**src/rtl/shift_pkg.sv**
```systemverilog
// Shared definitions for the 64-bit shared arithmetic right shifter:
// widths, output-buffer state encoding and the round-robin pick helper.
package shift_pkg;

    localparam int unsigned INT64_WIDTH       = 64;
    localparam int unsigned INT64_SHIFT_WIDTH = 6;

    typedef enum logic {
        ST_EMPTY = 1'b0,
        ST_FULL  = 1'b1
    } state_t;

    // One-hot grant of the first set valid bit, scanning ptr, ptr+1, ... mod n.
    // Sized for up to 8 requesters; callers zero-extend their inputs.
    function automatic logic [7:0] rr_pick(
        input logic [7:0]  valid,
        input logic [2:0]  ptr,
        input int unsigned n
    );
        logic [7:0] grant;
        logic       found;
        logic [2:0] idx;
        grant = '0;
        found = 1'b0;
        for (int unsigned k = 0; k < 8; k++) begin
            if (k < n) begin
                idx = 3'((32'(ptr) + k) % n);
                if (!found && valid[idx]) begin
                    grant[idx] = 1'b1;
                    found      = 1'b1;
                end
            end
        end
        return grant;
    endfunction

endpackage

```
**src/rtl/rr_arbiter_onehot.sv**
```systemverilog
// Round-robin arbiter: one-hot grant starting the search at ptr, plus the
// binary index of the granted requester. enable=0 suppresses every grant.
module rr_arbiter_onehot
    import shift_pkg::*;
#(
    parameter int unsigned NREQ = 4,
    parameter int unsigned IDW  = $clog2(NREQ)
) (
    input  logic [NREQ-1:0] valid,
    input  logic [IDW-1:0]  ptr,
    input  logic            enable,
    output logic [NREQ-1:0] grant,
    output logic [IDW-1:0]  grant_idx
);

    always_comb begin
        grant = enable ? NREQ'(rr_pick(8'(valid), 3'(ptr), NREQ)) : '0;
        grant_idx = '0;
        for (int unsigned i = 0; i < NREQ; i++) begin
            if (grant[i]) begin
                grant_idx = IDW'(i);
            end
        end
    end

endmodule

```
**src/rtl/shift_r_nbit_arith.sv**
```systemverilog
// Combinational N-bit arithmetic right shifter built as a log-depth barrel
// shifter; vacated positions are filled with the operand's sign bit.
module shift_r_nbit_arith #(
    parameter int unsigned WIDTH       = 64,
    parameter int unsigned SHIFT_WIDTH = 6
) (
    input  logic [WIDTH-1:0]       a,
    input  logic [SHIFT_WIDTH-1:0] b,
    output logic [WIDTH-1:0]       y
);

    logic [WIDTH-1:0] stage;

    always_comb begin
        stage = a;
        for (int unsigned s = 0; s < SHIFT_WIDTH; s++) begin
            if (b[s]) begin
                stage = WIDTH'($signed(stage) >>> (1 << s));
            end
        end
        y = stage;
    end

endmodule

```
**src/rtl/shift_r_arb_int64.sv**
```systemverilog
// Shares one 64-bit arithmetic right shifter between NREQ valid/ready
// requesters via a round-robin arbiter and a single-entry tagged result buffer.
module shift_r_arb_int64
    import shift_pkg::*;
#(
    parameter int unsigned WIDTH       = INT64_WIDTH,
    parameter int unsigned SHIFT_WIDTH = INT64_SHIFT_WIDTH,
    parameter int unsigned NREQ        = 4,
    parameter int unsigned IDW         = $clog2(NREQ)
) (
    input  logic                  clk,
    input  logic                  rst_n,
    input  logic [NREQ-1:0]       req_valid,
    output logic [NREQ-1:0]       req_ready,
    input  logic [NREQ*WIDTH-1:0] req_a,
    input  logic [NREQ*WIDTH-1:0] req_b,
    output logic                  out_valid,
    input  logic                  out_ready,
    output logic [WIDTH-1:0]      out_y,
    output logic [IDW-1:0]        out_id
);

    state_t                 state;
    logic [IDW-1:0]         rr_ptr;
    logic                   can_accept;
    logic [NREQ-1:0]        grant;
    logic [IDW-1:0]         grant_idx;
    logic                   fire;
    logic [WIDTH-1:0]       a_sel;
    logic [SHIFT_WIDTH-1:0] b_sel;
    logic [WIDTH-1:0]       y_shift;

    // Draining and refilling the buffer can happen in the same cycle.
    assign can_accept = (state == ST_EMPTY) | out_ready;
    assign req_ready  = grant;
    assign fire       = |grant;
    assign out_valid  = (state == ST_FULL);

    rr_arbiter_onehot #(
        .NREQ (NREQ),
        .IDW  (IDW)
    ) u_arb (
        .valid     (req_valid),
        .ptr       (rr_ptr),
        .enable    (can_accept),
        .grant     (grant),
        .grant_idx (grant_idx)
    );

    always_comb begin
        a_sel = req_a[grant_idx*WIDTH +: WIDTH];
        b_sel = req_b[grant_idx*WIDTH +: SHIFT_WIDTH];
    end

    shift_r_nbit_arith #(
        .WIDTH       (WIDTH),
        .SHIFT_WIDTH (SHIFT_WIDTH)
    ) u_shift (
        .a (a_sel),
        .b (b_sel),
        .y (y_shift)
    );

    always_ff @(posedge clk or negedge rst_n) begin
        if (!rst_n) begin
            state  <= ST_EMPTY;
            out_y  <= '0;
            out_id <= '0;
            rr_ptr <= '0;
        end else begin
            if (fire) begin
                state  <= ST_FULL;
                out_y  <= y_shift;
                out_id <= grant_idx;
                rr_ptr <= (32'(grant_idx) == NREQ - 1) ? '0 : grant_idx + 1'b1;
            end else if (out_ready) begin
                // Result consumed with nothing to replace it; data holds.
                state <= ST_EMPTY;
            end
        end
    end

endmodule

```
**config.mk**
```make
export PLATFORM = sky130hd
export DESIGN_NAME = shift_r_arb_int64
export DESIGN_NICKNAME = d
export VERILOG_FILES = /design/src/rtl/shift_pkg.sv /design/src/rtl/rr_arbiter_onehot.sv /design/src/rtl/shift_r_nbit_arith.sv /design/src/rtl/shift_r_arb_int64.sv
export SDC_FILE = /design/constraint.sdc
export NUM_CORES = 1
export LEC_CHECK = 0
export ABC_CLOCK_PERIOD_IN_PS = 6000
export CAP_MARGIN = 10
export CORE_AREA = 10 10 219 221
export CTS_CLUSTER_SIZE = 20
export DETAILED_ROUTE_END_ITERATION = 16
export DIE_AREA = 0 0 229 231
export PLACE_DENSITY_LB_ADDON = 0.12
export SYNTH_ARGS = -nofsm -noshare
export SYNTH_HDL_FRONTEND = slang
export SYNTH_SLANG_ARGS = --single-unit
```
**constraint.sdc**
```tcl
create_clock -name clk -period 6 [get_ports clk]
set_input_delay 1.2 -clock clk [delete_from_list [all_inputs] [get_ports clk]]
set_output_delay 1.2 -clock clk [all_outputs]
set_load 0.05 [all_outputs]
```
## Yosys cells after proc, flatten, opt, wreduce, memory -nomap -nowiden

Index checks and enable logic that the tools add are counted.

| cells by class | value |
|---|---|
| $add $sub $neg | 4 |
| magnitude comparators | 8 |
| equal/unequal tests | 1 |
| shifts and indexed selects | 2 |
| muxes and demuxes | 36 |
| bitwise gates (word level) | 5 |
| reductions and logical operators | 12 |

Operator list:

| operator | count |
|---|---|
| $mux W63 | 6 |
| $shiftx A256 B9 Y6 | 1 |
| $shiftx A256 B9 Y64 | 1 |
| $mux W4 | 5 |
| $lt A2 B4 Y1 const B | 4 |
| $mux W1 | 14 |
| $or A4 B4 Y4 | 3 |
| $bmux W1 S2 | 4 |
| $demux W1 S2 | 4 |
| $ge A2 B1 Y1 const B | 4 |
| $logic_and A1 B1 Y1 | 7 |
| $mux W2 | 3 |
| $add A2 B1 Y2 const B | 2 |
| $add A2 B2 Y2 const B | 2 |
| $reduce_or A4 Y1 | 1 |
| $logic_not A1 Y1 | 3 |
| $eq A2 B2 Y1 const B | 1 |
| $reduce_bool A2 Y1 | 1 |
| $not A1 Y1 | 1 |
| $or A1 B1 Y1 | 1 |

| word-level totals | value |
|---|---|
| register bits | 69 |
| input port bits | 519 |
| output and inout port bits | 71 |
| word-level logic and storage cells | 72 |

## Longest topological paths before layout

Gate-level depths: netlist (run 1).

| logic depth | value |
|---|---|
| depth in word-level cells | 23 |
| depth in mapped cells | 23 |
| mapped depth without buffers | 16 |

## Modules after synthesis

A second synthesis (run 1) with hierarchy kept.

| unflattened totals | value |
|---|---|
| cells, all modules | 810 |
| area, all modules | 9409.0 um^2 |

Modules (own cells, without submodules):

| module | instances | cells each | area an instance (um^2) | seq. area each (um^2) |
|---|---|---|---|---|
| shift_r_nbit_arith | 1 | 534 | 4813.4 | 0.0 |
| shift_r_arb_int64 | 1 | 235 | 4227.8 | 1726.7 |
| rr_arbiter_onehot | 1 | 41 | 367.9 | 0.0 |

## Least setup slack after synthesis (run 1)

No wires, ideal clock.

| path | value |
|---|---|
| path kind | in2reg |
| from | in req_valid[3] |
| to | reg out_y[27] |
| setup time | 126 ps |
| arrival | 4532 ps |
| required time | 5874 ps |
| path slack | 1342 ps |
| cell stages on the path | 14 |
| buffers on the path | 2 |
| path through | mux4_2 -> buf_2 -> o21ai_0 -> o21ai_2 -> inv_1 -> nand2_1 -> clkbuf_1 -> o211ai_1 -> nor2_1 -> nor4_2 -> mux2i_1 -> mux2i_1 -> mux2i_1 -> a221o_1 |

| on the way | value |
|---|---|
| cells in the longest elaborated chain, start to end | 23 |
| elaborated cells on any way between the ends | 37 |
| those cells by class | shift: 2; mux: 25; bitwise: 3; reduce/logical: 7 |

RTL lines:

| item | line | source |
|---|---|---|
| start: declaration | shift_r_arb_int64.sv:13 | `input logic [NREQ-1:0] req_valid,` |
| $bmux W1 S2 | shift_pkg.sv:28 | `if (!found && valid[idx]) begin` |
| $mux W1 (not written as such) | shift_pkg.sv:28 |  |
| $mux W1 | shift_pkg.sv:28 |  |
| $logic_not A1 Y1 | shift_pkg.sv:28 |  |
| $logic_and A1 B1 Y1 | shift_pkg.sv:28 |  |
| $mux W1 | shift_pkg.sv:28 |  |
| $logic_not A1 Y1 | shift_pkg.sv:28 |  |
| $logic_and A1 B1 Y1 | shift_pkg.sv:28 |  |
| (+2 left out) | n/a |  |
| $logic_and A1 B1 Y1 | shift_pkg.sv:28 |  |
| $mux W4 (*) | shift_pkg.sv:28 |  |
| $mux W4 (*) | rr_arbiter_onehot.sv:17 | `grant = enable ? NREQ'(rr_pick(8'(valid), 3'(ptr), NREQ)) : '0;` |
| via req_ready[1] | shift_r_arb_int64.sv:14 | `output logic [NREQ-1:0] req_ready,` |
| $mux W1 | rr_arbiter_onehot.sv:20 | `if (grant[i]) begin` |
| $mux W2 (2 in a row) | rr_arbiter_onehot.sv:20 |  |
| $shiftx A256 B9 Y64 / $shiftx A256 B9 Y6 (equally long branches) | shift_r_arb_int64.sv:51, shift_r_arb_int64.sv:52 |  |
| $mux W63 (6 in a row) | shift_r_nbit_arith.sv:17 | `if (b[s]) begin` |
| end signal: assignment | shift_r_arb_int64.sv:73 | `out_y <= y_shift;` |
| end: declaration | shift_r_arb_int64.sv:19 | `output logic [WIDTH-1:0] out_y,` |

Mark *: on every way through the listed nets, which the timed path passes. The rest lies on a longest branch. The select of a mux whose other input is x is not followed.
A chain may end at the register's enable or synchronous reset.

## Worst setup path in the final report (run 1)

| path | value |
|---|---|
| from | in req_valid[2] |
| to | reg out_y[12] |

| on the way | value |
|---|---|
| cells in the longest elaborated chain, start to end | 23 |
| elaborated cells on any way between the ends | 37 |
| those cells by class | shift: 2; mux: 25; bitwise: 3; reduce/logical: 7 |

RTL lines:

| item | line |
|---|---|
| $bmux W1 S2 | shift_pkg.sv:28 |
| $mux W1 (not written as such) | shift_pkg.sv:28 |
| $mux W1 | shift_pkg.sv:28 |
| $logic_not A1 Y1 | shift_pkg.sv:28 |
| $logic_and A1 B1 Y1 | shift_pkg.sv:28 |
| $mux W1 | shift_pkg.sv:28 |
| $logic_not A1 Y1 | shift_pkg.sv:28 |
| $logic_and A1 B1 Y1 | shift_pkg.sv:28 |
| $mux W1 | shift_pkg.sv:28 |
| $logic_not A1 Y1 | shift_pkg.sv:28 |
| $logic_and A1 B1 Y1 | shift_pkg.sv:28 |
| $mux W4 (*) | shift_pkg.sv:28 |
| $mux W4 (*) | rr_arbiter_onehot.sv:17 |
| $mux W1 | rr_arbiter_onehot.sv:20 |
| $mux W2 (2 in a row) | rr_arbiter_onehot.sv:20 |
| $shiftx A256 B9 Y64 / $shiftx A256 B9 Y6 (equally long branches) | shift_r_arb_int64.sv:51, shift_r_arb_int64.sv:52 |
| $mux W63 (6 in a row) | shift_r_nbit_arith.sv:17 |

Every way passes the cells marked *; elsewhere a longest branch is shown, timed or not. The select of a mux whose other input is x is not followed.

==> impl_metrics.py, run 1 <==
metrics = {
    "setup_path": {
        "path_delay_family": "compound AO/OA/AOI/OAI gates",
        "cpMaxStageDelayCell": "o41ai_1",
        "cp_cell_sequence": "clkdlybuf4s50_1 -> mux4_2 -> nor2_1 -> buf_4 -> o21ai_1 -> o2111ai_4 -> buf_4 -> buf_4 -> a21oi_1 -> o41ai_1 -> buf_4 -> mux2i_1 -> mux2_2 -> mux2_2 -> a32o_1 -> a31oi_1 -> a32o_1",
        "arrival_ps": 6130,
        "start_kind": "primary input",
        "crit_cells": 17,
        "crit_fanout": 24,
        "r2r_slack_ps": 640,
        "slowest_delay_ps": 710,
        "reg2reg_to": "out_y[37]",
        "crit_buf_inv": 5,
        "reg2reg_depth": 17,
        "crit_start": "req_valid[2]",
        "r2r-start": "rr_ptr[1]",
        "worstPathRequired_ps": 6280,
        "crit_path_end_kind": "flop",
        "path_common_cell": "buf_4",
        "path_class": "primary input to flop",
        "cp-endpoint": "out_y[12]",
    },
    "timing": {
        "drv_slew": 0,
        "tightest_slew_ps": 928,
        "timing.final.crit_share_pct": 97.4,
        "rsz0062_at_grt": "false",
        "min_period_ps": 5850,
        "fin_skew_ps": 10.2,
        "fmax_ghz": 0.171,
        "finalSetupViolCount": 0,
        "slew_headroom_pct": 38.1,
        "hold_violations": 0,
        "setup_ws_ps": 155,
    },
    "yosys": {
        "synthCells": 1360,
        "synth_area_sq_um": 10100,
        "ys_ff_latch": 69,
        "avgSynthCellArea_sq_um": 7.42,
        "synth_ff_type": "dfrtp_1",
        "synth.distinct_cells": 83,
        "synthTopCellsByCount": "nor2_1 (197), nand2_1 (151), mux2i_1 (150)",
        "yosysTopAreaCellShare_pct": 17.1,
        "yosysMostFrequentCell": "nor2_1",
        "synth_edf_count": 0,
        "synth_warnings": 0,
        "seq_area_frac_synth_pct": 17.1,
        "async_flop_share_pct": 100,
        "synth_nets": 1887,
        "ys_top_cells_by_area": "dfrtp_1 (17%), mux2i_1 (15%), nor2_1 (7.3%)",
        "synth_area_leader_cell": "dfrtp_1",
    },
    "finish": {
        "layout-drive-gt1-share_pct": 17.5,
        "fin_nets": 2336,
        "fin_cells": 2419,
        "area_delta_synth_final_pct": 59.2,
    },
    "worst_hold_path": {
        "hold_path.class": "flop to flop",
    },
    "die": {
        "dieArea_sq_um": 52900,
        "die_w_um": 229,
        "initial_core_util_pct": 23.1,
        "std_cell_rows": 77,
        "ios": 590,
        "die_y_um": 231,
        "core-area_sq_um": 43700,
    },
    "global_routing": {
        "overflow": 0,
        "grt_pass1_vias": 13441,
        "grt_max_degree": 70,
        "track_usage_pct": 22.9,
        "antenna_found_initial": 12,
        "grt_pass1_wl_um": 92400,
    },
    "placed_design": {
        "place_ws_ps": -389,
        "post-dp-hpwl_um": 51700,
        "place.port_buffers": 357,
        "place_inst": 2390,
        "gp_congestion": 0.908,
    },
    "cts": {
        "clk_latency_ps": 350,
        "ctsHoldBuffers": 0,
        "cts_root_buffer": "clkbuf_16",
        "cts_made_buffers": 9,
        "htree_num_levels": 3,
        "cts_buffer_depth": 2,
        "clkSinkCount": 69,
        "post_cts_buffers": 0,
        "cts.clk_slew.worst_paths_ps": 60,
        "cts_tree": "built",
    },
    "flow_run": {
        "max_cap_violations": 0,
    },
    "routing": {
        "avgRoutedWirePerCell_um": 26.2,
        "routed_wl_um": 63300,
        "dr.pass1.iters": 5,
        "drc_errors": 0,
        "viasPerCell": 5.37,
        "drt.antenna.violating_nets": 0,
        "vias": 12999,
        "initialDrtViolationCount": 1059,
    },
    "status": {
        "status": "finished, final reports clean",
    },
}
how the worst min path moves through the flow:
stage / startpoint / end / slack (ps) / cells past startpoint
final: out_y[51] / out_y[51] / 470 / 2
after global routing: out_y[55] / out_y[55] / 500 / 1
after CTS: out_y[51] / out_y[51] / 480 / 2
after detailed placement: out_y[51] / out_y[51] / 470 / 2
after global placement: out_y[55] / out_y[55] / 460 / 1
after floorplan: rr_ptr[1] / rr_ptr[1] / 700 / 3
state kept, by name, summed over array words and instances (netlist names):
| register | cells |
|---|---|
| out_id | 2 |
| out_valid | 1 |
| out_y | 64 |
| rr_ptr | 2 |
repair_timing:
action                     4_1_cts  5_1_grt
pin swaps                        0        1
cloned                           0        0
resized for setup                1        7
setup endpoints to repair        3        5
worst reg2reg max path: cells and delay by family (launching register included):
kind                     cells  cell delay, ps
buffers and inverters        4             710
flip-flops                   1             360
AO/OA/AOI/OAI                7            2070
AND/OR/NAND/NOR              2             310
adder cells (fa/ha/maj)      1             440
multiplexers                 3            1340
kinds of logic after synthesis:
group / Yosys count / share of synthesized area, %
AND/OR/NAND/NOR: 494 / 21.4
AO/OA/AOI/OAI: 460 / 34.1
multiplexers: 186 / 19.4
buffers and inverters: 143 / 7.00
flip-flops: 69 / 17.1
adder cells (fa/ha/maj): 8 / 0.991
metal layers:
| metal | vias up | share of wire, % | track usage (%) |
|---|---|---|---|
| met3 | 61 | 5.8 | 4.60 |
| met2 | 393 | 49 | 39.2 |
| met1 | 6421 | 43 | 28.2 |
| met5 | - | 0 | 0 |
| li1 | 6124 | - | - |
| met4 | 0 | 2.5 | 7.78 |
cells in the final DEF (no fill, tap or decap), drive strengths merged, types with 25 or more instances in the layout:
cell type,count
o32a,28
mux2i,151
nor2,197
o211ai,40
o21ai,66
clkdlybuf4s50,353
dfrtp,69
buf,218
nand2,152
a21oi,80
nor3,42
a211oi,25
mux2,31
cell type report:
cell class,count,area (sq um)
Inverter,10,42.5
Clock inverter,6,70.1
Fill cell,4691,27700
Tap cell,592,741
Sequential cell,69,1730
Antenna cell,13,32.5
Multi-Input combinational cell,1148,7800
Timing Repair Buffer,571,5420
Clock buffer,10,239
metrics by stage:
stage	utilization, %	cell area, sq um	hold slack, ps	TNS (ps)
2_1_floorplan	-	10100	697	0
3_3_place_gp	35.9	15700	465	-3140
3_5_place_dp	35.9	15700	468	-3840
4_1_cts	36.6	16000	482	0
5_1_grt	36.7	16100	503	0
6_report	36.7	16100	472	0
Power of run 1 is left out: the tool's default activity adds up to more than one toggle a clock period on the data nets, which glitch-free logic cannot reach.
==> run 2: changes to the inputs <==
--- a/config.mk
+++ b/config.mk
@@ -7,11 +7,14 @@
 export LEC_CHECK = 0
 export ABC_CLOCK_PERIOD_IN_PS = 6000
 export CAP_MARGIN = 10
-export CORE_AREA = 10 10 219 221
+export CELL_PAD_IN_SITES_DETAIL_PLACEMENT = 1
+export CELL_PAD_IN_SITES_GLOBAL_PLACEMENT = 2
+export CORE_MARGIN = 10
+export CORE_UTILIZATION = 20
 export CTS_CLUSTER_SIZE = 20
 export DETAILED_ROUTE_END_ITERATION = 16
-export DIE_AREA = 0 0 229 231
 export PLACE_DENSITY_LB_ADDON = 0.12
+export SLEW_MARGIN = 5
 export SYNTH_ARGS = -nofsm -noshare
 export SYNTH_HDL_FRONTEND = slang
 export SYNTH_SLANG_ARGS = --single-unit
==> run 2 against run 1 <==
Effect of this change: fmax increased by 0.31%; cell area rose by 2.2%; utilization is 3.9 points lower; via count increased by 0.23%; hold slack improved by 2.9 ps; clock skew grew 3.3 ps; clock-buffer cell count decreased by 1; worst setup slack better by 18 ps; first-iteration DRC count fell by 32%; non-clock buffer count grew 34; die area increased by 13%; cell count grew 4.7%; critical endpoint is now out_y[37]; largest cell class unchanged.
==> impl_metrics.py, run 2 (synthesized netlist as in run 1, its figures left out) <==
metrics = {
    "timing": {
        "hold_violations": 0,
        "min_period_ps": 5830,
        "finalSetupViolCount": 0,
        "tightest_slew_ps": 1060,
        "drv_slew": 0,
        "fmax_ghz": 0.172,
        "slew_headroom_pct": 29.2,
        "rsz0062_at_grt": "false",
        "fin_skew_ps": 13.6,
        "timing.final.crit_share_pct": 97.1,
        "setup_ws_ps": 173,
    },
    "global_routing": {
        "antenna_found_initial": 13,
        "overflow": 0,
        "track_usage_pct": 22.0,
        "grt_max_degree": 65,
        "grt_pass1_wl_um": 98600,
        "grt_pass1_vias": 14117,
    },
    "finish": {
        "nFillCells": 6077,
        "top_register": "out_y",
        "fin_nets": 2370,
        "reg.largest.list": "out_y (64), out_id (2), rr_ptr (2)",
        "layout-drive-gt1-share_pct": 18.9,
        "largest_reg_flops": 64,
        "stdcell_area_sq_um": 16400,
        "final_common_cell": "clkdlybuf4s50_1",
        "final_cell_mix": "clkdlybuf4s50_1 (353), buf_4 (234), nor2_1 (197), nand2_1 (150), mux2i_1 (150)",
        "area_delta_synth_final_pct": 62.7,
    },
    "cts": {
        "cts_made_buffers": 9,
        "htree_num_levels": 3,
        "cts_root_buffer": "clkbuf_16",
        "cts.clk_slew.worst_paths_ps": 60,
        "cts_tree": "built",
        "clkSinkCount": 69,
        "post_cts_buffers": 0,
        "clk_latency_ps": 360,
        "cts_buffer_depth": 2,
    },
    "placed_design": {
        "gp_congestion": 0.916,
        "place_ws_ps": -332,
        "place.port_buffers": 357,
        "dpl-instance-area_sq_um": 16000,
        "post-dp-hpwl_um": 57100,
    },
    "status": {
        "status": "finished, final reports clean",
    },
    "routing": {
        "drc_errors": 0,
        "avgRoutedWirePerCell_um": 27.0,
        "vias": 13029,
        "dr.pass1.iters": 5,
        "drt.antenna.violating_nets": 0,
        "initialDrtViolationCount": 724,
        "routed_wl_um": 68400,
        "viasPerCell": 5.14,
    },
    "setup_path": {
        "crit_path_end_kind": "flop",
        "start_kind": "primary input",
        "worstPathRequired_ps": 6220,
        "reg2reg_to": "out_y[37]",
        "crit_fanout": 9,
        "path_delay_family": "compound AO/OA/AOI/OAI gates",
        "r2r_slack_ps": 480,
        "crit_cells": 17,
        "r2r-start": "rr_ptr[1]",
        "cp-endpoint": "out_y[37]",
        "crit_start": "req_valid[3]",
        "cp_cell_sequence": "clkdlybuf4s50_1 -> mux4_2 -> buf_4 -> o21ai_1 -> o21ai_2 -> o31ai_1 -> buf_4 -> a32o_4 -> buf_4 -> mux2i_1 -> o221ai_1 -> mux4_2 -> a21oi_1 -> a221oi_1 -> buf_4 -> nand2_1 -> a31oi_1",
        "path_common_cell": "buf_4",
        "slowest_delay_ps": 570,
        "cpMaxStageDelayCell": "mux4_2",
        "crit_buf_inv": 5,
        "path_class": "primary input to flop",
        "arrival_ps": 6050,
        "reg2reg_depth": 19,
    },
    "die": {
        "dieArea_sq_um": 59900,
        "core-area_sq_um": 50100,
        "die_y_um": 245,
        "std_cell_rows": 82,
        "ios": 590,
        "die_w_um": 245,
        "initial_core_util_pct": 20.2,
    },
    "flow_run": {
        "max_cap_violations": 0,
    },
    "worst_hold_path": {
        "whs_path_depth": 1,
        "hold_path.class": "flop to flop",
    },
}
## run 2: cell count changes in the layout (fill, tap and decap cells not counted), sizes merged
cell	previous run	this run
clkinvlp	3	0
bufinv	1	3
clkbuf	10	9
buf	218	252
clkinv	1	3
## run 2: worst min-delay path by stage
stage               startpoint        end
global route         out_y[60]  out_y[60]
CTS                  out_y[60]  out_y[60]
global placement     out_y[55]  out_y[55]
detailed placement   out_y[60]  out_y[60]
finish               out_y[60]  out_y[60]
floorplan            rr_ptr[1]  rr_ptr[1]
## run 2: final cells by class
| cell class | instances | area (sq um) | area share (%) |
|---|---|---|---|
| antenna | 13 | 32.5 | 0.198 |
| timing repair buffer | 605 | 5650 | 34.4 |
| multi-input combinational | 1148 | 7790 | 47.4 |
| sequential | 69 | 1730 | 10.5 |
| tap | 672 | 841 | 5.12 |
| clock buffer | 9 | 225 | 1.37 |
| inverter | 10 | 42.5 | 0.259 |
| clock inverter | 7 | 121 | 0.739 |
## run 2: timing repair
item | in CTS | in global routing
resized for setup | 0 | 5
hold buffers | 0 | 0
setup endpoints to repair | 0 | 17
## run 2: through the flow
stage	util [%]	hold WS [ps]	setup TNS (ps)	std cells
after floorplan	-	697	0	1360
after global placement	32.0	464	-3860	2504
after detailed placement	32.0	466	-6020	2504
after CTS	32.7	480	0	2520
after global routing	32.8	488	0	2531
final	32.8	475	0	2533
## run 2: routing by layer
layer | global-route usage, % | vias to the layer above | routed length [um]
li1 | - | 6181 | -
met2 | 39.0 | 266 | 34500
met4 | 6.19 | 0 | 1560
met3 | 3.95 | 52 | 2780
met1 | 26.5 | 6530 | 29600
met5 | 0 | - | 0
Power of run 2 is left out for the same reason.
